[src/rtl/mandelbrot_pixel_dispatcher.sv]
`default_nettype none
// ============================================================================
// Module   : mandelbrot_pixel_dispatcher
// Brief    : Raster-order pixel walker that starts one Mandelbrot core per
//            pixel and streams {x, y, iter} results downstream.
//            Optional MANDEL_DISPATCH_STATS_EN adds an in-set pixel counter.
// Revision : 1.0 - initial release
// ============================================================================
module mandelbrot_pixel_dispatcher #(
    parameter int INTEGER_BITS    = 8,
    parameter int FRACTIONAL_BITS = 24,
    parameter int MAX_ITER_WIDTH  = 16,
    parameter int PIX_WIDTH       = 10,
    localparam int DATA_WIDTH     = INTEGER_BITS + FRACTIONAL_BITS
) (
    input  logic                      clk_i,
    input  logic                      rst_i,
    input  logic                      frame_start_i,
    input  logic [PIX_WIDTH-1:0]      width_i,
    input  logic [PIX_WIDTH-1:0]      height_i,
    input  logic [DATA_WIDTH-1:0]     x_start_i,
    input  logic [DATA_WIDTH-1:0]     y_start_i,
    input  logic [DATA_WIDTH-1:0]     step_x_i,
    input  logic [DATA_WIDTH-1:0]     step_y_i,
    input  logic [MAX_ITER_WIDTH-1:0] max_iter_i,
    output logic                      core_start_o,
    output logic [DATA_WIDTH-1:0]     core_x0_o,
    output logic [DATA_WIDTH-1:0]     core_y0_o,
    output logic [MAX_ITER_WIDTH-1:0] core_max_iter_o,
    input  logic [MAX_ITER_WIDTH-1:0] core_iter_i,
    input  logic                      core_done_i,
    output logic                      pix_valid_o,
    input  logic                      pix_ready_i,
    output logic [PIX_WIDTH-1:0]      pix_x_o,
    output logic [PIX_WIDTH-1:0]      pix_y_o,
    output logic [MAX_ITER_WIDTH-1:0] pix_iter_o,
    output logic                      pix_last_o,
`ifdef MANDEL_DISPATCH_STATS_EN
    output logic [2*PIX_WIDTH-1:0]    in_set_count_o,
`endif
    output logic                      busy_o,
    output logic                      frame_done_o
);

    localparam logic [PIX_WIDTH-1:0] c_pix_one = PIX_WIDTH'(1);

    typedef enum logic [2:0] {
        S_IDLE   = 3'd0,
        S_ISSUE  = 3'd1,
        S_WAIT   = 3'd2,
        S_OUTPUT = 3'd3,
        S_DONE   = 3'd4
    } state_t;

    state_t                  r_state;
    state_t                  w_state_next;
    logic                    w_accept;
    logic                    w_capture;
    logic                    w_xfer;
    logic                    w_row_end;
    logic                    w_last;

    logic [PIX_WIDTH-1:0]    r_width;
    logic [PIX_WIDTH-1:0]    r_height;
    logic [PIX_WIDTH-1:0]    r_px;
    logic [PIX_WIDTH-1:0]    r_py;
    logic [DATA_WIDTH-1:0]   r_x_start;
    logic [DATA_WIDTH-1:0]   r_step_x;
    logic [DATA_WIDTH-1:0]   r_step_y;

    assign w_row_end = (r_px == (r_width - c_pix_one));
    assign w_last    = w_row_end && (r_py == (r_height - c_pix_one));

    always_comb begin
        w_state_next = r_state;
        w_accept     = 1'b0;
        w_capture    = 1'b0;
        w_xfer       = 1'b0;
        case (r_state)
            S_IDLE: begin
                if (frame_start_i) begin
                    w_accept     = 1'b1;
                    w_state_next = ((width_i == '0) || (height_i == '0)) ? S_DONE : S_ISSUE;
                end
            end
            S_ISSUE: w_state_next = S_WAIT;
            S_WAIT: begin
                // A stale done from the previous pixel was cleared on the start edge.
                if (core_done_i) begin
                    w_capture    = 1'b1;
                    w_state_next = S_OUTPUT;
                end
            end
            S_OUTPUT: begin
                if (pix_ready_i) begin
                    w_xfer       = 1'b1;
                    w_state_next = pix_last_o ? S_DONE : S_ISSUE;
                end
            end
            S_DONE:  w_state_next = S_IDLE;
            default: w_state_next = S_IDLE;
        endcase
    end

    always_ff @(posedge clk_i or posedge rst_i) begin
        if (rst_i) begin
            r_state         <= S_IDLE;
            core_start_o    <= 1'b0;
            pix_valid_o     <= 1'b0;
            busy_o          <= 1'b0;
            frame_done_o    <= 1'b0;
            core_x0_o       <= '0;
            core_y0_o       <= '0;
            core_max_iter_o <= '0;
            pix_x_o         <= '0;
            pix_y_o         <= '0;
            pix_iter_o      <= '0;
            pix_last_o      <= 1'b0;
            r_width         <= '0;
            r_height        <= '0;
            r_px            <= '0;
            r_py            <= '0;
            r_x_start       <= '0;
            r_step_x        <= '0;
            r_step_y        <= '0;
        end else begin
            // Status outputs are registered copies of the next state.
            r_state      <= w_state_next;
            core_start_o <= (w_state_next == S_ISSUE);
            pix_valid_o  <= (w_state_next == S_OUTPUT);
            busy_o       <= (w_state_next != S_IDLE);
            frame_done_o <= (w_state_next == S_DONE);

            if (w_accept) begin
                r_width         <= width_i;
                r_height        <= height_i;
                r_x_start       <= x_start_i;
                r_step_x        <= step_x_i;
                r_step_y        <= step_y_i;
                core_x0_o       <= x_start_i;
                core_y0_o       <= y_start_i;
                core_max_iter_o <= max_iter_i;
                r_px            <= '0;
                r_py            <= '0;
            end

            if (w_capture) begin
                pix_iter_o <= core_iter_i;
                pix_x_o    <= r_px;
                pix_y_o    <= r_py;
                pix_last_o <= w_last;
            end

            // The core coordinate only moves once the current pixel has left.
            if (w_xfer) begin
                pix_last_o <= 1'b0;
                if (!pix_last_o) begin
                    if (!w_row_end) begin
                        r_px      <= r_px + c_pix_one;
                        core_x0_o <= core_x0_o + r_step_x;
                    end else begin
                        r_px      <= '0;
                        core_x0_o <= r_x_start;
                        r_py      <= r_py + c_pix_one;
                        core_y0_o <= core_y0_o + r_step_y;
                    end
                end
            end
        end
    end

`ifdef MANDEL_DISPATCH_STATS_EN
    always_ff @(posedge clk_i or posedge rst_i) begin
        if (rst_i) begin
            in_set_count_o <= '0;
        end else if (w_accept) begin
            in_set_count_o <= '0;
        end else if (w_xfer && (pix_iter_o == core_max_iter_o)) begin
            in_set_count_o <= in_set_count_o + (2*PIX_WIDTH)'(1);
        end
    end
`endif

endmodule
`default_nettype wire
[config.mk]
export PLATFORM = sky130hd
export DESIGN_NAME = mandelbrot_pixel_dispatcher
export DESIGN_NICKNAME = d
export VERILOG_FILES = /design/src/rtl/mandelbrot_pixel_dispatcher.sv
export SDC_FILE = /design/constraint.sdc
export NUM_CORES = 1
export LEC_CHECK = 0
export CAP_MARGIN = 40
export CORE_UTILIZATION = 50
export CTS_BUF_LIST = sky130_fd_sc_hd__clkbuf_4 sky130_fd_sc_hd__clkbuf_8 sky130_fd_sc_hd__clkbuf_16
export CTS_CLUSTER_DIAMETER = 100
export CTS_CLUSTER_SIZE = 16
export DETAILED_ROUTE_END_ITERATION = 8
export PLACE_DENSITY = 0.79
export SYNTH_ARGS = -nofsm -noshare
export SYNTH_HDL_FRONTEND = slang
export SYNTH_SLANG_ARGS = --single-unit
[constraint.sdc]
create_clock -name clk_i -period 11.85 [get_ports clk_i]
set_input_delay 1.185 -clock clk_i [delete_from_list [all_inputs] [get_ports clk_i]]
set_output_delay 1.185 -clock clk_i [all_outputs]
set_load 0.02 [all_outputs]
# == Word-level counts from Yosys, hierarchy flattened ==
# Cells that the tools add are included.
# totals
elab_cells,70
register_bits,260
out_inout_bits,121
# op_classes
muxes,30
n_addsub,6
reduce_logical,7
eq_ne,8
# op_table
cell,count
2-to-1 mux 32 bit,8
2-to-1 mux 10 bit,8
adder 32 bit,2
"adder 10 x 1 -> 10 bit, second input constant",2
equality test 10 bit,2
logical NOT 10 bit,2
"subtractor 10 x 1 -> 10 bit, second input constant",2
2-to-1 mux 3 bit,5
case mux 3 bit (4 select lines),1
"equality test 3 x 2 -> 1 bit, second input constant",3
2-to-1 mux 1 bit,8
"equality test 3 x 1 -> 1 bit, second input constant",2
"equality test 3 bit, second input constant",1
logical NOT 3 bit,1
nonzero test 3 bit,1
nonzero test 2 bit,1
logical AND 1 bit,1
logical OR 1 bit,1

# == Longest topological paths before layout ==
# Gate-level depths: netlist (run 1).
# depth
word_depth,6
mapped_depth,13
mapped_depth_nobuf,12

# == Worst setup path after synthesis (run 1) ==
# Ideal clock, no wire load.
# synth_path
kind,reg2reg
start,reg core_x0_o[0]
end,reg core_x0_o[26]
stages_incl_launch_ff,13
path_buffers,0
arrival_time_ns,3.034
synth_period_minus_slack_ns,3.171
slack_ns,8.679
path_cell_list,dfrtp_1 ha_1 fa_1 a21o_1 a21oi_1 o21ai_0 a2111oi_0 nor3_1 o2111ai_1 nand2_1 a21oi_1 xor2_1 a21oi_1
# synth_via
elab_chain_cells,4
# synth_rtl
item,line_no,text
from (decl),27,"output logic [DATA_WIDTH-1:0] core_x0_o,"
from (signal assigned),140,core_x0_o <= x_start_i;
from (signal assigned),160,core_x0_o <= core_x0_o + r_step_x;
from (signal assigned),163,core_x0_o <= r_x_start;
adder 32 bit,160,
2-to-1 mux 32 bit,158,if (!w_row_end) begin
2-to-1 mux 32 bit,157,if (!pix_last_o) begin
2-to-1 mux 32 bit,155,if (w_xfer) begin
# Every way passes these cells.
# A chain may end at the register's enable or synchronous reset.

# == Final worst setup path (run 1) ==
# layout_path
start,reg core_x0_o[0]
end,reg core_x0_o[28]
# The elaborated chain is that of the path after synthesis.

==> flow_metrics.env, run 1 <==
export IMPL_nFillCells=2332
export IMPL_via_count=12810
export IMPL_antenna_found_initial=3
export IMPL_ys_ff_latch=260
export IMPL_async_flop_share_pct=100.0
export IMPL_fp_dieArea_sq_um=29370
export IMPL_grt_pass1_vias=12483
export IMPL_avgSynthCellArea_sq_um=8.695
export IMPL_netlist_instances=1650
export IMPL_critical_path_class="flop to flop"
export IMPL_drive_above_1_share_pct=5.156
export IMPL_ctsHoldBuffers=0
export IMPL_hp_class="flop to flop"
export IMPL_finalHoldViolations=0
export IMPL_die_y_microns=171.4
export IMPL_grtUsageTotal_pct=26.82
export IMPL_synth_top_area_share_pct=45.35
export IMPL_synth_cell_type_count=68
export IMPL_period_minus_slack_ps=3949
export IMPL_tns_ps=0
export IMPL_ys_flop_type="dfrtp_1"
export IMPL_multiInputGateArea_sq_um=7500
export IMPL_coreArea_sq_um=28010
export IMPL_yosysSeqAreaShare_pct=45.35
export IMPL_post_cts_repair_setup_buffers=0
export IMPL_port_buffers=305
export IMPL_clk_insertion_delay_late_ps=510
export IMPL_cts_root_buf="clkbuf_16"
export IMPL_slew_headroom_pct=37.24
export IMPL_grt_pass1_wl_mm=62.81
export IMPL_drt_wl_total_mm=39.63
export IMPL_drt_vias_per_instance=5.570
export IMPL_worst_pin_slew_ps=941.3
export IMPL_io_pins=306
export IMPL_end_kind="flop"
export IMPL_dp_hpwl_mm=28.61
export IMPL_synth_nets=1903
export IMPL_status="finished clean"
export IMPL_initial_utilization_pct=51.22
export IMPL_p_leak_nw=8.655
export IMPL_grt_max_degree=113
export IMPL_synth_edff_count=0
export IMPL_ys_top_cells_by_area="dfrtp_1 45%, nand2_1 14%, ha_1 5.8%, a21oi_1 3.6%, mux2_2 2.9%"
export IMPL_seq_area_sq_um=6506
export IMPL_die_w_microns=171.4
export IMPL_cap_viol_max_count=0
export IMPL_drtPass1Iterations=8
export IMPL_setup_viol_count_final=0
export IMPL_cts_resized=0
export IMPL_area_growth_pct=28.24
export IMPL_ant_nets=0
export IMPL_fin_crit_sh_pct=33.33
export IMPL_drtIter0Drc=806
export IMPL_clockBufferDepth=3
export IMPL_power_density_nw_per_um2=281.9
export IMPL_crit_path_start_kind="flop"
export IMPL_arrival_ps=4340
export IMPL_path_max_fanout=3
export IMPL_tritoncts="done"
export IMPL_fmax_mhz=253.2
export IMPL_htreeDepth=1
export IMPL_clk_pin_slew_ps=80
export IMPL_gp_congestion=0.9305
export IMPL_required_ps=12240
export IMPL_routedWlPerCell_microns=17.23
export IMPL_syn_area_sq_um=14350
export IMPL_numCtsBuffers=20
export IMPL_yosys_warnings=0
export IMPL_ir_drop_mv=0.1831
export IMPL_overflow=0
export IMPL_cts_sinks=260
export IMPL_fin_skew_ps=20.55
export IMPL_maxSlewViolCount=0
export IMPL_drc=0
export IMPL_final_core_util_pct=65.68
export IMPL_nNetsFinal=2173
export IMPL_rsz0062_at_grt="false"
export IMPL_rows=61
export IMPL_yosys_area_top_type="dfrtp_1"
## path summary, 6_finish.rpt
path | start | to | slack (ps) | depth (start not counted)
min in group asynchronous | rst_i | r_step_y[9] | 1010 | 2
hold reg to reg | r_x_start[26] | r_x_start[26] | 480 | 2
max in group asynchronous | rst_i | r_px[4] | 9330 | 4
setup reg to reg | core_x0_o[0] | core_x0_o[28] | 7900 | 12
hold / removal | r_x_start[26] | r_x_start[26] | 480 | 2
setup / recovery | core_x0_o[0] | core_x0_o[28] | 7900 | 12
## layout by cell type, fill, tap and decap left out, types with 8 or more instances in the layout
master	netlist	final
o21bai_1	10	10
a211oi_1	20	20
mux2_2	37	37
clkdlybuf4s50_1	0	305
mux2i_1	18	18
nor2_1	78	77
o21a_1	10	10
nand3_1	27	27
o31ai_1	11	11
clkbuf_16	0	21
dfrtp_1	260	260
a21oi_1	102	102
nor2b_1	11	11
nand4_1	21	21
inv_1	21	20
a21o_1	24	24
nand2b_1	18	18
o21ai_0	75	75
xnor2_1	41	41
ha_1	66	66
buf_4	0	11
a31oi_1	27	27
and3_1	44	44
xor2_1	42	42
nand2_1	518	518
nor4_1	8	8
nor3_1	15	14
## critical path: stages (launching register included)
cell	delay, ps
dfrtp_1	410
ha_1	240
fa_1	410
a21o_1	190
a21oi_1	290
o21ai_0	230
a2111oi_0	810
nor3_1	200
o2111ai_1	370
o21ai_0	150
a21oi_1	200
xor2_1	230
a21oi_1	100
## registers in the layout, summed over array words and instances (netlist names)
register and count:
busy_o 1, core_max_iter_o 16, core_start_o 1, core_x0_o 32
core_y0_o 32, frame_done_o 1, pix_iter_o 16, pix_last_o 1
pix_valid_o 1, pix_x_o 10, pix_y_o 10, r_height 10
r_px 10, r_py 10, r_state 3, r_step_x 32
r_step_y 32, r_width 10, r_x_start 32
## logic make-up (layout without fill, tap and decap cells)
kind of cell / Yosys count / in the layout / share of synthesized area [%]
flops: 260 / 260 / 45.35
compound gates: 318 / 318 / 13.78
buf+inv: 95 / 365 / 2.538
fa+ha+maj: 68 / 68 / 6.035
simple gates: 771 / 771 / 23.07
mux: 55 / 55 / 4.160
other cells: 0 / 2 / 0
xor+xnor: 83 / 83 / 5.067
## cell type report
cell class	instances	share of cell area, %
timing repair buffer	322	17.86
clock buffer	21	2.856
antenna	2	0.02720
inverter	21	0.4693
tap	378	2.571
clock inverter	1	0.08841
multi-input combinational	1295	40.76
sequential	260	35.36
## where the power goes
part	total (mW)	internal, mW	leakage (nW)	switching [mW]
sequential	1.58	1.25	3.25	0.323
clock	0.631	0.316	0.266	0.316
combinational	2.98	1.35	5.13	1.62
total	5.19	2.92	8.65	2.26
## Yosys cell counts (all sizes together), types with 2 or more instances
cell     count
nand2      518
dfrtp      260
a21oi      102
nor2        79
o21ai       75
ha          66
clkbuf      56
and3        44
xor2        42
xnor2       41
mux2        37
nand3       28
a31oi       27
a21o        25
inv         21
nand4       21
a211oi      20
buf         18
mux2i       18
nand2b      18
nor3        15
nor2b       11
o31ai       11
o21a        10
o21bai      10
nor4         8
or3          7
and2         6
a211o        4
a31o         4
or2          4
or4          4
a221o        3
a221oi       3
o22ai        3
a2111oi      2
a21boi       2
a311oi       2
fa           2
nand3b       2
o311ai       2
or4b         2
## per-stage QoR
step | cells | power (mW) | hold WS [ps] | cell area, sq um | setup WS (ps)
3_3_place_gp | 2269 | 4.423 | 452.3 | 17690 | 7650
5_1_grt | 2300 | 5.595 | 502.2 | 18400 | 7546
2_1_floorplan | 1650 | 3.596 | 440.5 | 14350 | 3510
4_1_cts | 2298 | 5.190 | 480.1 | 18390 | 7985
6_report | 2300 | 5.186 | 481.5 | 18400 | 7901
3_5_place_dp | 2276 | 4.530 | 462.5 | 17850 | 7746
## per-layer routing
metal,global-route usage [%],up-vias,wire [microns]
met2,46.08,428,19080
met3,4.165,61,2549
met1,34.45,6131,16840
li1,-,6188,-
met5,0,-,13
met4,9.006,2,1144
(Power assumes the default switching activity.)
==> inputs of run 2 (changes only) <==
- CORE_UTILIZATION: 50 -> 47
- PLACE_DENSITY: 0.79 -> 0.78
- clock period: 11.85 -> 3.61 ns (I/O delays scaled with it)
==> run 2 against run 1 <==
Against the previous run:
- die area rose by 6.3%
- design area rose by 0.52%
- routed wire length fell by 0.72%
- clock-buffer cell count did not move
- worst setup slack got worse by 7600 ps
- clock skew rose by 5.5 ps
- maximum frequency rose by 18%
- utilization fell by 3.6 points
==> flow_metrics.env, run 2 (synthesis results as in run 1) <==
export IMPL_rows=63
export IMPL_io_pins=306
export IMPL_slew_headroom_pct=46.37
export IMPL_fp_dieArea_sq_um=31230
export IMPL_fin_ws_ps=255.0
export IMPL_grt_pass1_wl_mm=63.51
export IMPL_drc=0
export IMPL_critPathSlowestCell="fa_1"
export IMPL_cts_root_buf="clkbuf_16"
export IMPL_p_total_mw=17.05
export IMPL_final_common_cell="nand2_1"
export IMPL_p_int_mw=9.635
export IMPL_clock_power_share_pct=12.2
export IMPL_setup_viol_count_final=0
export IMPL_reg2reg_to="core_y0_o[24]"
export IMPL_area_growth_pct=28.90
export IMPL_dp_hpwl_mm=28.31
export IMPL_critical_path_class="flop to flop"
export IMPL_cts_sinks=260
export IMPL_dpl_worst_slack_ps=-46.76
export IMPL_coreArea_sq_um=29800
export IMPL_clk_insertion_delay_late_ps=520
export IMPL_end_kind="flop"
export IMPL_clockBufferDepth=3
export IMPL_fin_area_sq_um=18490
export IMPL_reg2reg_slack_ps=250
export IMPL_nFillCells=2497
export IMPL_p_seq_share_pct=29.9
export IMPL_rsz0062_at_grt="false"
export IMPL_p_leak_nw=8.683
export IMPL_drt_vias_per_instance=5.549
export IMPL_gp_congestion=0.9392
export IMPL_grt_max_degree=83
export IMPL_fin_skew_ps=26.02
export IMPL_cp_top_family="compound AO/OA/AOI/OAI gates"
export IMPL_p_sw_mw=7.417
export IMPL_clk_pin_slew_ps=70
export IMPL_initial_utilization_pct=48.15
export IMPL_nNetsFinal=2180
export IMPL_grtUsageTotal_pct=25.13
export IMPL_fmax_mhz=298.1
export IMPL_setup_worst_path_start="core_y0_o[0]"
export IMPL_antenna_found_initial=2
export IMPL_max_stage_delay_ps=430
export IMPL_finalHoldViolations=0
export IMPL_cp_num_cells=12
export IMPL_placed_area_sq_um=17930
export IMPL_tns_ps=0
export IMPL_drtIter0Drc=882
export IMPL_fin_crit_sh_pct=92.94
export IMPL_reg2reg_depth=12
export IMPL_final_cells=2318
export IMPL_timing_rr_start="core_y0_o[0]"
export IMPL_drtPass1Iterations=6
export IMPL_overflow=0
export IMPL_worst_pin_slew_ps=802.3
export IMPL_ir_drop_mv=0.4588
export IMPL_mostFrequentLayoutCells="518 x nand2_1, 305 x clkdlybuf4s50_1, 260 x dfrtp_1"
export IMPL_cap_viol_max_count=0
export IMPL_switching_share_pct=43.50
export IMPL_routedWlPerCell_microns=16.97
export IMPL_htreeDepth=1
export IMPL_numCtsBuffers=20
export IMPL_crit_end="core_y0_o[24]"
export IMPL_die_w_microns=176.7
export IMPL_via_count=12862
export IMPL_arrival_ps=3750
export IMPL_maxSlewViolCount=0
export IMPL_drive_above_1_share_pct=5.708
export IMPL_port_buffers=305
export IMPL_period_minus_slack_ps=3355
export IMPL_hp_class="input port to asynchronous set/reset pin"
export IMPL_status="finished clean"
export IMPL_drt_wl_total_mm=39.35
export IMPL_crit_path_start_kind="flop"
export IMPL_tritoncts="done"
export IMPL_power_density_nw_per_um2=922.1
export IMPL_path_max_fanout=4
export IMPL_path_buf_inv=0
export IMPL_ant_nets=0
export IMPL_numPlacedInstances=2295
export IMPL_die_y_microns=176.7
export IMPL_crit_chain="ha_1 > fa_1 > a211oi_1 > o21ai_0 > a31oi_1 > a211oi_1 > a31oi_2 > a21oi_1 > a21oi_1 > nor2b_1 > or3_1 > a31o_2"
export IMPL_required_ps=4010
export IMPL_combinationalPowerShare_pct=57.9
export IMPL_grt_pass1_vias=12741
run 2: cell count changes in the layout (fill, tap and decap cells not counted), sizes merged:
cell / delta
buf: +7
clkinvlp: +1
diode: -1
inv: -1
run 2: power by group through the flow:
stage / clock network [mW] / registers [mW] / logic (mW)
5_1_grt: 2.23 / 5.24 / 10.9
4_1_cts: 2.13 / 5.09 / 9.81
3_5_place_dp: 0 / 5.12 / 9.72
3_3_place_gp: 0 / 5.07 / 9.48
2_1_floorplan: 0 / 5.57 / 6.23
6_report: 2.08 / 5.10 / 9.87
run 2: worst min-delay path by stage:
stage	from	to	slack (ps)	cells past startpoint
floorplan	r_x_start[14]	r_x_start[14]	440	2
global placement	r_x_start[14]	r_x_start[14]	450	2
detailed placement	r_x_start[23]	r_x_start[23]	460	2
CTS	rst_i	pix_y_o[2]	80	2
global route	rst_i	pix_y_o[2]	90	2
finish	rst_i	pix_y_o[2]	100	2
run 2: per-stage QoR:
stage / util, % / hold WS, ps
floorplan: - / 440.5
global placement: 60.06 / 454.9
detailed placement: 60.16 / 462.7
CTS: 61.98 / 84.90
global route: 62.06 / 88.92
finish: 62.06 / 97.65
run 2: timing repair:
item                                    in CTS  in global routing
setup buffers                                0                  0
resized for setup                            1                  5
endpoints found under the hold margin        0                  0
hold buffers                                 0                  0
endpoints found under the setup margin       4                  8
pin swaps                                    0                  1
run 2: worst register-to-register path, stage by stage, from the launching register on:
cell and delay [ps]:
dfrtp_1 390, ha_1 250, fa_1 430, a211oi_1 330, o21ai_0 180, a31oi_1 250
a211oi_1 160, a31oi_2 310, a21oi_1 160, a21oi_1 180, nor2b_1 70, or3_1 300
a31o_2 250
run 2: layout make-up:
class,instances,area [sq um],share of cell area (%)
Timing Repair Buffer,329,3349,18.11
Inverter,21,82.58,0.4466
Antenna cell,1,2.502,0.01353
Multi-Input combinational cell,1295,7522,40.68
Tap cell,390,488.0,2.639
Sequential cell,260,6506,35.18
Clock inverter,1,16.27,0.08796
Clock buffer,21,525.5,2.842
run 2: per-layer routing:
layer	track usage (%)	vias to the layer above	wire length, microns
li1	-	6202	-
met4	8.333	2	1256
met3	4.682	88	2601
met5	0	-	11
met1	32.58	6159	16790
met2	42.17	411	18680
